==> config.mk <==
export PLATFORM = sky130hd
export DESIGN_NAME = adc_avg_regbank
export DESIGN_NICKNAME = d
export VERILOG_FILES = /design/src/rtl/adc_avg_regbank.sv
export SDC_FILE = /design/constraint.sdc
export NUM_CORES = 1
export LEC_CHECK = 0
export CAP_MARGIN = 0
export CORE_MARGIN = 1
export CORE_UTILIZATION = 58
export CTS_CLUSTER_SIZE = 14
export DETAILED_ROUTE_END_ITERATION = 10
export DONT_BUFFER_PORTS = 1
export PLACE_DENSITY = 0.76
export SYNTH_ARGS = -nofsm -noshare
export SYNTH_HDL_FRONTEND = slang
export SYNTH_SLANG_ARGS = --single-unit
==> constraint.sdc <==
create_clock -name in_CLK -period 2.5 [get_ports in_CLK]
set_input_delay 0.625 -clock in_CLK [delete_from_list [all_inputs] [get_ports in_CLK]]
set_output_delay 0.625 -clock in_CLK [all_outputs]
set_load 0.01 [all_outputs]
==> src/rtl/adc_avg_regbank.sv <==
// Per-channel ADC sample averager with a small byte-wide register bank.
// Accumulates 2^AVG_LOG2 sequencer rounds per channel, then publishes truncated averages.
module adc_avg_regbank #(
    parameter int                    NUM_CH    = 5,
    parameter int                    DATA_W    = 12,
    parameter int                    AVG_LOG2  = 2,
    parameter logic [5*NUM_CH-1:0]   CH_IDS    = {5'd6, 5'd4, 5'd3, 5'd2, 5'd1},
    parameter logic [DATA_W-1:0]     ALARM_THR = '0
) (
    input  logic              in_CLK,
    input  logic              reset_n,
    input  logic              enable,
    input  logic              st_valid,
    input  logic [4:0]        st_channel,
    input  logic [DATA_W-1:0] st_data,
    input  logic              st_eop,
    input  logic              rd_en,
    input  logic [7:0]        rd_addr,
    output logic [7:0]        rd_data,
    output logic              sample_tick,
    output logic [NUM_CH-1:0] alarm
);

    localparam int         ACC_W      = DATA_W + AVG_LOG2;
    localparam logic [5:0] LAST_ROUND = 6'((1 << AVG_LOG2) - 1);

    logic [ACC_W-1:0]  r_acc     [NUM_CH];
    logic [DATA_W-1:0] r_avg     [NUM_CH];
    logic [7:0]        r_shadow  [NUM_CH];
    logic [5:0]        r_round;
    logic [7:0]        r_pub_cnt;
    logic              r_tick;
    logic [NUM_CH-1:0] r_alarm;
    logic [7:0]        r_rd_data;

    logic              w_beat;
    logic              w_publish;
    logic [NUM_CH-1:0] w_match;
    logic [ACC_W-1:0]  w_sum     [NUM_CH];
    logic [DATA_W-1:0] w_new_avg [NUM_CH];
    logic [15:0]       w_avg_ext [NUM_CH];
    logic [7:0]        w_rd_next;
    logic [NUM_CH-1:0] w_shadow_ld;

    assign w_beat    = enable && st_valid;
    assign w_publish = w_beat && st_eop && (r_round == LAST_ROUND);

    // The publishing beat's own sample is folded into the average it closes.
    always_comb begin
        for (int i = 0; i < NUM_CH; i++) begin
            w_match[i]   = w_beat && (st_channel == CH_IDS[5*i +: 5]);
            w_sum[i]     = r_acc[i] + (w_match[i] ? ACC_W'(st_data) : '0);
            w_new_avg[i] = DATA_W'(w_sum[i] >> AVG_LOG2);
            w_avg_ext[i] = 16'(r_avg[i]);
        end
    end

    always_comb begin
        w_rd_next   = 8'h00;
        w_shadow_ld = '0;
        if (rd_addr == 8'h00) w_rd_next = r_pub_cnt;
        if (rd_addr == 8'h01) w_rd_next = {7'b0, enable};
        for (int i = 0; i < NUM_CH; i++) begin
            if (rd_addr == 8'(2 + 2*i)) begin
                w_rd_next      = w_avg_ext[i][7:0];
                w_shadow_ld[i] = 1'b1;
            end
            if (rd_addr == 8'(3 + 2*i)) w_rd_next = r_shadow[i];
        end
    end

    always_ff @(posedge in_CLK or negedge reset_n) begin
        if (!reset_n) begin
            for (int i = 0; i < NUM_CH; i++) begin
                r_acc[i]    <= '0;
                r_avg[i]    <= '0;
                r_shadow[i] <= '0;
            end
            r_round   <= '0;
            r_pub_cnt <= '0;
            r_tick    <= 1'b0;
            r_alarm   <= '0;
            r_rd_data <= '0;
        end else begin
            r_tick <= w_publish;
            if (!enable) begin
                for (int i = 0; i < NUM_CH; i++) r_acc[i] <= '0;
                r_round <= '0;
            end else if (w_publish) begin
                for (int i = 0; i < NUM_CH; i++) begin
                    r_acc[i]   <= '0;
                    r_avg[i]   <= w_new_avg[i];
                    r_alarm[i] <= (w_new_avg[i] < ALARM_THR);
                end
                r_round   <= '0;
                r_pub_cnt <= r_pub_cnt + 8'd1;
            end else begin
                for (int i = 0; i < NUM_CH; i++) r_acc[i] <= w_sum[i];
                if (w_beat && st_eop) r_round <= r_round + 6'd1;
            end
            // Reads see pre-publish values because they sample the current registers.
            if (rd_en) begin
                r_rd_data <= w_rd_next;
                for (int i = 0; i < NUM_CH; i++)
                    if (w_shadow_ld[i]) r_shadow[i] <= w_avg_ext[i][15:8];
            end
        end
    end

    assign rd_data     = r_rd_data;
    assign sample_tick = r_tick;
    assign alarm       = r_alarm;

endmodule

# == After elaboration in Yosys (flattened, before gate mapping) ==
# Index checks and enable logic that the tools add are counted.
# totals
output_inout_bits,14
wordCells,92
in_bits,31
ff_bits,178
# classes
n_mux,27
n_reduce_logical,15
addsub,7
magnitude_cmp,5
n_eq_ne,18
# op_table
op,n
$mux W70,2
$mux W8,12
$add A14 B12 Y14,5
$lt A12 B1 Y1 const B,5
$mux W12,5
$eq A8 B3 Y1 const B,4
$eq A8 B4 Y1 const B,4
$mux W6,3
$eq A8 B2 Y1 const B,2
$reduce_and A2 Y1,6
$eq A5 B2 Y1 const B,2
$eq A5 B3 Y1 const B,2
$add A8 B1 Y8 const B,1
$eq A8 B1 Y1 const B,1
$logic_and A1 B1 Y1,8
$logic_not A8 Y1,1
$add A6 B1 Y6 const B,1
$eq A6 B2 Y1 const B,1
$eq A5 B1 Y1 const B,1
$mux W1,5
$ne A3 B1 Y1 const B,1

# == Longest topological paths before layout ==
# Gate-level depths: netlist of the first run.
# depth
ltp_word,13
depth_mapped,14
ltp_nobuf,13

# == Worst setup path after synthesis of the first run ==
# Ideal clock, no wire load.
# synth_timing
path_type,input-to-reg
from,in st_valid
to,reg r_avg[23] in the netlist's numbering
required_time_ns,2.367
setup_ns,0.133
setup_slack_ns,-0.849
t_arrival_ns,3.215
path_stages,12
path_cell_list,nand2_1 -> or4b_2 -> nor3_1 -> clkbuf_1 -> and2_1 -> ha_1 -> a21o_1 -> a211oi_1 -> a2bb2oi_1 -> o31a_1 -> xor2_1 -> o21ai_0
# synth_via
elab_chain_cells,4
# synth_lines
item,line_no,text
start: declaration,13,"input logic st_valid,"
$logic_and A1 B1 Y1 (*),45,assign w_beat = enable && st_valid;
"$logic_and A1 B1 Y1, on equally long branches","51, 46",
$mux W12 or $logic_and A1 B1 Y1 (tied branches),"52, 46",
$add A14 B12 Y14 or $reduce_and A2 Y1 (tied branches),-,
end signal: indexed assignment,92,r_avg[i] <= w_new_avg[i];
end: declaration,28,logic [DATA_W-1:0] r_avg [NUM_CH];
# Every way passes the cells marked *; elsewhere a longest branch is shown, timed or not.
# A chain may end at the register's enable or synchronous reset.

# == Worst setup path after layout of the first run ==
# layout_timing
from,in st_channel[0]
to,reg r_avg[7] in the netlist's numbering
# layout_via
elab_chain_cells,4
# layout_lines
item,line_no,text
start: declaration,14,"input logic [4:0] st_channel,"
$eq A5 B3 Y1,51,w_match[i] = w_beat && (st_channel == CH_IDS[5*i +: 5]);
$logic_and A1 B1 Y1,51,
$mux W12,52,w_sum[i] = r_acc[i] + (w_match[i] ? ACC_W'(st_data) : '0);
$add A14 B12 Y14,52,
# No other way between the ends.

==> flow_results.xml, run 1 <==
<?xml version="1.0" encoding="UTF-8"?>
<metrics>
  <group name="run_status">
    <metric name="status" unit="">complete, but fails checks</metric>
    <metric name="violated_checks" unit="">negative hold slack, negative setup slack</metric>
  </group>
  <group name="cts">
    <metric name="clkLatencyLatePin" unit="ns">0.44</metric>
    <metric name="h-tree-depth" unit="">4</metric>
    <metric name="cts_root_buf" unit="">clkbuf_16</metric>
    <metric name="cts_sink_cnt" unit="">173</metric>
    <metric name="tritoncts" unit="">done</metric>
    <metric name="clockBufferDepth" unit="">2</metric>
    <metric name="cts_made_buffers" unit="">17</metric>
    <metric name="clkSlewWorstSetupHoldPaths" unit="ns">0.07</metric>
  </group>
  <group name="timing">
    <metric name="whs" unit="ns">-0.1270</metric>
    <metric name="fmax" unit="MHz">371.0</metric>
    <metric name="tightest_slew" unit="ns">0.5979</metric>
    <metric name="finalMaxSlewViolations" unit="">0</metric>
    <metric name="setup_violations" unit="">47</metric>
    <metric name="finalCritPeriodShare" unit="%">107.8</metric>
    <metric name="totalNegativeSetupSlack" unit="ns">-4.527</metric>
    <metric name="finalClockSkew" unit="ns">0.01073</metric>
    <metric name="timing.final.crit_period" unit="ns">2.695</metric>
    <metric name="rsz0062_at_grt" unit="">true</metric>
    <metric name="worst_slew_margin_rel" unit="%">60.14</metric>
    <metric name="final_count_of_hold_timing_violations" unit="">173</metric>
    <metric name="final_critical_path_setup_slack" unit="ns">-0.1952</metric>
  </group>
  <group name="global_routing">
    <metric name="busiest_layer_in_global_routing" unit="">met2</metric>
    <metric name="first_global_vias" unit="">8041</metric>
    <metric name="grtUsageMet1" unit="%">43.16</metric>
    <metric name="grt_pass1_wl" unit="mm">41.34</metric>
    <metric name="antenna_found_initial" unit="">0</metric>
    <metric name="grt_max_degree" unit="">174</metric>
    <metric name="globalRouteMet2Util" unit="%">47.84</metric>
    <metric name="grt-ovfl-total" unit="">0</metric>
    <metric name="gr-usage-met3" unit="%">5.575</metric>
    <metric name="globalRouteTotalUtil" unit="%">30.75</metric>
  </group>
  <group name="die">
    <metric name="fp.coreArea" unit="sq um">16580</metric>
    <metric name="die_outline_area" unit="sq um">17530</metric>
    <metric name="ioPinCount" unit="">45</metric>
    <metric name="die_boundary_height" unit="um">132.4</metric>
    <metric name="initial_utilization" unit="%">59.48</metric>
    <metric name="placementRows" unit="">47</metric>
    <metric name="die_width" unit="um">132.4</metric>
  </group>
  <group name="logic_synthesis">
    <metric name="ys_async_sr_fraction" unit="%">100.0</metric>
    <metric name="yosys_register_bits" unit="">173</metric>
    <metric name="synth-edff-count" unit="">0</metric>
    <metric name="synth.top_cells.by_area" unit="">dfrtp_1 (44%), ha_1 (7.9%), o21ai_0 (5.4%)</metric>
    <metric name="synthesis.yosys.warnings" unit="">0</metric>
    <metric name="synthesis.area" unit="sq um">9863</metric>
    <metric name="yosys.area.top_type_share" unit="%">43.89</metric>
    <metric name="synth.yosys.seq_area_share" unit="%">43.89</metric>
    <metric name="syn_area_per_cell" unit="sq um">9.766</metric>
    <metric name="syn-instance-count" unit="">1010</metric>
    <metric name="synth_cell_type_count" unit="">70</metric>
    <metric name="main_flop_type_after_synthesis" unit="">dfrtp_1</metric>
    <metric name="synth_area_leader_cell" unit="">dfrtp_1</metric>
  </group>
  <group name="drt">
    <metric name="routed_wl" unit="mm">28.33</metric>
    <metric name="dr.pass1.iters" unit="">5</metric>
    <metric name="detail-route-antenna-nets" unit="">0</metric>
    <metric name="drt_first_iter_violations" unit="">707</metric>
    <metric name="route.detailed.vias_per_inst" unit="">6.081</metric>
    <metric name="via_count" unit="">8349</metric>
    <metric name="routedWlPerCell" unit="um">20.63</metric>
    <metric name="drc_errors" unit="">0</metric>
  </group>
  <group name="placement">
    <metric name="number_of_buffers_inserted_by_port_buffering" unit="">0</metric>
    <metric name="gpl.final_weighted_congestion" unit="">0.9272</metric>
    <metric name="dp_hpwl" unit="mm">17.69</metric>
    <metric name="postPlaceCellArea" unit="sq um">11320</metric>
    <metric name="place.detailed.instances" unit="">1319</metric>
  </group>
  <group name="job">
    <metric name="timing.max_cap.violations" unit="">0</metric>
  </group>
  <group name="setup_path">
    <metric name="worst_setup_path_end_kind" unit="">register</metric>
    <metric name="cp_max_fo" unit="">4</metric>
    <metric name="timing.critical_path.arrival" unit="ns">2.99</metric>
    <metric name="timing.critical_path.required" unit="ns">2.80</metric>
    <metric name="startpoint_type" unit="">input pin</metric>
    <metric name="timing_worst_setup_path_type" unit="">input pin to register</metric>
  </group>
  <group name="finish">
    <metric name="fin_util" unit="%">77.58</metric>
    <metric name="diodes" unit="">0</metric>
    <metric name="fillers" unit="">1017</metric>
    <metric name="layout.cells.most_common" unit="">dfrtp_1</metric>
    <metric name="most_frequent_cells_in_the_layout" unit="">dfrtp_1 (173), buf_4 (138), nand2_1 (95)</metric>
    <metric name="layout-area-overhead-vs-synth" unit="%">30.43</metric>
    <metric name="finish.net_count" unit="">1238</metric>
    <metric name="drive_above_1_share" unit="%">32.96</metric>
    <metric name="finish.cell_count_without_fillers" unit="">1373</metric>
    <metric name="stdcell_area" unit="sq um">12860</metric>
  </group>
  <group name="power_and_ir_drop">
    <metric name="pwr_density_cell" unit="nW/um^2">460.9</metric>
    <metric name="cellLeakagePower" unit="uW">0.005928</metric>
    <metric name="power.ir.vdd_worst" unit="V">0.0005130</metric>
  </group>
  <group name="worst_hold_path">
    <metric name="hold_wc_path_type" unit="">input pin to asynchronous set/reset pin</metric>
  </group>
</metrics>
## state kept, by name (all words and copies together), names as in the netlist
register,cells
r_acc,70
r_avg,60
r_shadow,20
r_pub_cnt,8
rd_data,8
r_round,6
sample_tick,1
## cells by family (layout without fill, tap and decap cells)
logic type,count (synthesis),in the layout,share of synthesized area (%)
and+or+nand+nor,355,355,18.04
buffers and inverters,54,193,2.651
muxes,35,35,4.478
AOI/OAI and AO/OA,260,260,16.25
xor gates and xnor gates,65,65,5.772
adders and majority gates,67,67,8.880
DFF,173,173,43.89
other,1,5,0.03802
## layer usage
layer | part of all wire (%) | vias up
met4 | 3.2 | 0
met5 | 0 | -
met3 | 7.1 | 74
met1 | 42 | 4120
met2 | 48 | 338
li1 | - | 3817
## Yosys cell counts, drive strengths merged, types with 10 or more instances
| master | n |
|---|---|
| a211oi | 13 |
| a21o | 22 |
| a21oi | 45 |
| and2 | 63 |
| and3 | 16 |
| buf | 20 |
| clkbuf | 22 |
| dfrtp | 173 |
| ha | 62 |
| inv | 11 |
| mux2 | 23 |
| nand2 | 99 |
| nand3 | 18 |
| nor2 | 98 |
| nor3 | 17 |
| o21a | 11 |
| o21ai | 106 |
| o21bai | 10 |
| xnor2 | 30 |
| xor2 | 35 |
## layout make-up
class	count	area [sq um]	share of cell area [%]
sequential	173	4329	33.65
timing repair buffer	150	1197	9.308
multi-input combinational	787	6369	49.50
inverter	11	41.29	0.3210
clock buffer	19	452.9	3.521
clock inverter	13	200.2	1.556
tap	220	275.3	2.140
## per-stage QoR
stage          setup slack, ns  hold WS [ns]  power, uW
3_5_place_dp           -0.6516        0.3367       3014
3_3_place_gp           -0.6722        0.3368       3011
6_report               -0.1952       -0.1270       5929
2_1_floorplan          -0.4835        0.3294       3009
4_1_cts                -0.1113       -0.1301       5934
5_1_grt                -0.3424       -0.1355       6067
## worst max-delay path: stages
cell      delay [ns]
or4b_4          0.56
nor2_4          0.20
buf_6           0.13
buf_4           0.10
and2_4          0.15
ha_4            0.21
o21ai_4         0.20
nor2_2          0.08
o21ai_2         0.20
o21bai_1        0.12
xnor2_1         0.29
o21ai_0         0.12
## timing repair
action | CTS | global route
cloned | 0 | 0
setup buffers | 8 | 15
endpoints found under the hold margin | 173 | 173
pin swaps | 30 | 41
endpoints found under the setup margin | 43 | 86
resized for setup | 39 | 94
## report_power, final
group          internal (uW)  total [uW]  switching (uW)
Clock                   1750        2950            1200
Combinational           66.4         147            80.5
Sequential              2810        2830            17.1
Total                   4630        5930            1300
## worst paths after layout
check                                      start                      end  slack, ns  cells past startpoint
max reg2reg                  r_acc[42]$_DFF_PN0_    r_avg[46]$_DFFE_PN0P_       0.26                      8
min in group in_CLK                        rd_en   rd_data[7]$_DFFE_PN0P_       0.27                      1
min                                      reset_n  r_shadow[0]$_DFFE_PN0P_      -0.13                      0
min reg2reg                r_avg[13]$_DFFE_PN0P_    r_avg[13]$_DFFE_PN0P_       0.49                      2
max in group asynchronous                reset_n      r_acc[62]$_DFF_PN0_       2.41                      0
max                                st_channel[0]     r_avg[7]$_DFFE_PN0P_      -0.20                     12
No activity file was read; power rests on OpenSTA's default activity.
==> run 2: changes to the inputs <==
- TNS_END_PERCENT: unset -> 10
==> run 2 against run 1 <==
The run still ends with negative hold slack, negative setup slack left. Clock skew increased by 0.00064 ns. Sequential cell count unchanged. Sequential power barely moved. Fmax shrank 2.4%. First-iteration DRC count up 13%. Critical path type unchanged. Die area unchanged. Critical endpoint is now r_avg[22]$_DFFE_PN0P_.
==> flow_results.xml, run 2 (same netlist as run 1, synthesis figures left out) <==
<?xml version="1.0" encoding="UTF-8"?>
<metrics>
  <group name="cts">
    <metric name="tritoncts" unit="">done</metric>
    <metric name="cts_sink_cnt" unit="">173</metric>
    <metric name="cts_made_buffers" unit="">17</metric>
    <metric name="clockBufferDepth" unit="">2</metric>
    <metric name="clkLatencyLatePin" unit="ns">0.45</metric>
    <metric name="clkSlewWorstSetupHoldPaths" unit="ns">0.07</metric>
    <metric name="h-tree-depth" unit="">4</metric>
    <metric name="cts_root_buf" unit="">clkbuf_16</metric>
  </group>
  <group name="placement">
    <metric name="gpl.final_weighted_congestion" unit="">0.8898</metric>
    <metric name="place.detailed.instances" unit="">1326</metric>
    <metric name="dp_hpwl" unit="mm">17.99</metric>
    <metric name="number_of_buffers_inserted_by_port_buffering" unit="">0</metric>
    <metric name="postPlaceCellArea" unit="sq um">11100</metric>
  </group>
  <group name="finish">
    <metric name="layout.cells.most_common" unit="">dfrtp_1</metric>
    <metric name="stdcell_area" unit="sq um">12650</metric>
    <metric name="fin_util" unit="%">76.30</metric>
    <metric name="drive_above_1_share" unit="%">31.26</metric>
    <metric name="finish.cell_count_without_fillers" unit="">1376</metric>
    <metric name="fillers" unit="">1034</metric>
    <metric name="most_frequent_cells_in_the_layout" unit="">dfrtp_1 (173), buf_4 (139), nand2_1 (95)</metric>
    <metric name="finish.net_count" unit="">1240</metric>
    <metric name="largest_register" unit="">r_acc</metric>
    <metric name="layout-area-overhead-vs-synth" unit="%">28.29</metric>
    <metric name="largest_register_ff_count" unit="">70</metric>
    <metric name="reg_top3" unit="">r_acc (70), r_avg (60), r_shadow (20)</metric>
  </group>
  <group name="timing">
    <metric name="final_count_of_hold_timing_violations" unit="">173</metric>
    <metric name="finalClockSkew" unit="ns">0.01138</metric>
    <metric name="finalMaxSlewViolations" unit="">0</metric>
    <metric name="setup_violations" unit="">39</metric>
    <metric name="timing.final.crit_period" unit="ns">2.761</metric>
    <metric name="whs" unit="ns">-0.1273</metric>
    <metric name="final_critical_path_setup_slack" unit="ns">-0.2608</metric>
    <metric name="fmax" unit="MHz">362.2</metric>
    <metric name="finalCritPeriodShare" unit="%">110.4</metric>
    <metric name="rsz0062_at_grt" unit="">true</metric>
  </group>
  <group name="global_routing">
    <metric name="antenna_found_initial" unit="">2</metric>
    <metric name="first_global_vias" unit="">8362</metric>
    <metric name="globalRouteTotalUtil" unit="%">31.75</metric>
    <metric name="grt_pass1_wl" unit="mm">42.72</metric>
    <metric name="grt_max_degree" unit="">174</metric>
    <metric name="grt-ovfl-total" unit="">0</metric>
  </group>
  <group name="run_status">
    <metric name="violated_checks" unit="">negative hold slack, negative setup slack</metric>
    <metric name="status" unit="">complete, but fails checks</metric>
  </group>
  <group name="power_and_ir_drop">
    <metric name="pwr_density_cell" unit="nW/um^2">452.4</metric>
    <metric name="power.ir.vdd_worst" unit="V">0.0005897</metric>
    <metric name="netSwitchingPower" unit="uW">1321</metric>
    <metric name="p_clk_share" unit="%">47.9</metric>
    <metric name="power.share.switching" unit="%">23.07</metric>
    <metric name="cellLeakagePower" unit="uW">0.005973</metric>
    <metric name="cellInternalPower" unit="uW">4403</metric>
    <metric name="combinationalPowerShare" unit="%">2.6</metric>
    <metric name="total_power" unit="uW">5724</metric>
    <metric name="sequential_group_share_of_total_power" unit="%">49.5</metric>
  </group>
  <group name="setup_path">
    <metric name="timing.critical_path.required" unit="ns">2.82</metric>
    <metric name="timing_worst_setup_path_type" unit="">input pin to register</metric>
    <metric name="worstSetupStartpoint" unit="">st_channel[3]</metric>
    <metric name="cp_max_fo" unit="">8</metric>
    <metric name="timing.critical_path.arrival" unit="ns">3.08</metric>
    <metric name="r2r-end" unit="">r_avg[46]$_DFFE_PN0P_</metric>
    <metric name="worst_setup_path_end_kind" unit="">register</metric>
    <metric name="startpoint_type" unit="">input pin</metric>
    <metric name="r2r.worst_path.cells" unit="">8</metric>
    <metric name="r2r_start" unit="">r_acc[42]$_DFF_PN0_</metric>
    <metric name="rrSetupSlack" unit="ns">0.14</metric>
  </group>
  <group name="die">
    <metric name="ioPinCount" unit="">45</metric>
    <metric name="initial_utilization" unit="%">59.48</metric>
    <metric name="die_width" unit="um">132.4</metric>
    <metric name="placementRows" unit="">47</metric>
    <metric name="fp.coreArea" unit="sq um">16580</metric>
    <metric name="die_boundary_height" unit="um">132.4</metric>
    <metric name="die_outline_area" unit="sq um">17530</metric>
  </group>
  <group name="job">
    <metric name="timing.max_cap.violations" unit="">0</metric>
  </group>
  <group name="drt">
    <metric name="via_count" unit="">8501</metric>
    <metric name="routedWlPerCell" unit="um">20.95</metric>
    <metric name="detail-route-antenna-nets" unit="">0</metric>
    <metric name="dr.pass1.iters" unit="">6</metric>
    <metric name="drt_first_iter_violations" unit="">797</metric>
    <metric name="drc_errors" unit="">0</metric>
    <metric name="routed_wl" unit="mm">28.83</metric>
    <metric name="route.detailed.vias_per_inst" unit="">6.178</metric>
  </group>
  <group name="worst_hold_path">
    <metric name="hold_wc_path_type" unit="">input pin to asynchronous set/reset pin</metric>
  </group>
</metrics>
-- run 2: changes by cell type in the layout (fill, tap and decap cells not counted), sizes merged --
cell,change
diode,+1
clkinvlp,-2
inv,+1
bufinv,-2
clkbuf,-1
clkinv,+4
buf,+2
-- run 2: how the worst max path moves through the flow --
stage	end
final	r_avg[22]$_DFFE_PN0P_
after detailed placement	r_avg[23]$_DFFE_PN0P_
after floorplan	r_avg[23]$_DFFE_PN0P_
after CTS	r_avg[23]$_DFFE_PN0P_
after global placement	r_avg[22]$_DFFE_PN0P_
after global routing	r_avg[18]$_DFFE_PN0P_
-- run 2: metrics by stage --
step,hold slack (ns),setup TNS [ns],setup WS [ns]
after floorplan,0.3294,-19.09,-0.4841
after global placement,0.3369,-46.01,-0.7220
after detailed placement,0.3373,-49.94,-0.7474
after CTS,-0.1336,-1.949,-0.1531
after global routing,-0.1438,-7.668,-0.3284
final,-0.1273,-3.612,-0.2608
-- run 2: power groups by stage --
stage                     clock [uW]  sequential [uW]  combinational, uW
final                           2740             2830                149
after detailed placement           0             2880                131
after global placement             0             2880                128
after CTS                       2770             2830                136
after global routing            2880             2830                160
after floorplan                    0             2880                124
-- run 2: worst max-delay path, stage by stage --
cell      delay (ns)
or4b_4          0.56
nor3_4          0.19
buf_6           0.17
and2_4          0.16
ha_4            0.19
a21o_1          0.19
a211oi_2        0.27
buf_4           0.17
o31ai_4         0.06
a21oi_2         0.17
xor2_1          0.24
o21ai_1         0.08
-- run 2: layer usage --
layer / share of wire, % / global-route usage (%)
met1: 41 / 42.69
met2: 48 / 49.97
met4: 3.9 / 12.26
met5: 0.087 / 0
met3: 7.4 / 7.459
-- run 2: final cells by class --
| cell class | instances | area, sq um | share of cell area [%] |
|---|---|---|---|
| antenna | 1 | 2.502 | 0.01978 |
| inverter | 11 | 41.29 | 0.3263 |
| sequential | 173 | 4329 | 34.21 |
| multi-input combinational | 787 | 6198 | 48.99 |
| tap | 220 | 275.3 | 2.175 |
| clock buffer | 18 | 439.2 | 3.471 |
| clock inverter | 14 | 157.7 | 1.246 |
| timing repair buffer | 152 | 1210 | 9.562 |
-- run 2: repair_timing --
action / CTS / global route
gates cloned: 0 / 1
buffers inserted: 8 / 8
hold endpoints to repair: 173 / 173
gates resized for setup: 48 / 136
pin swaps: 31 / 70
setup endpoints to repair: 69 / 92
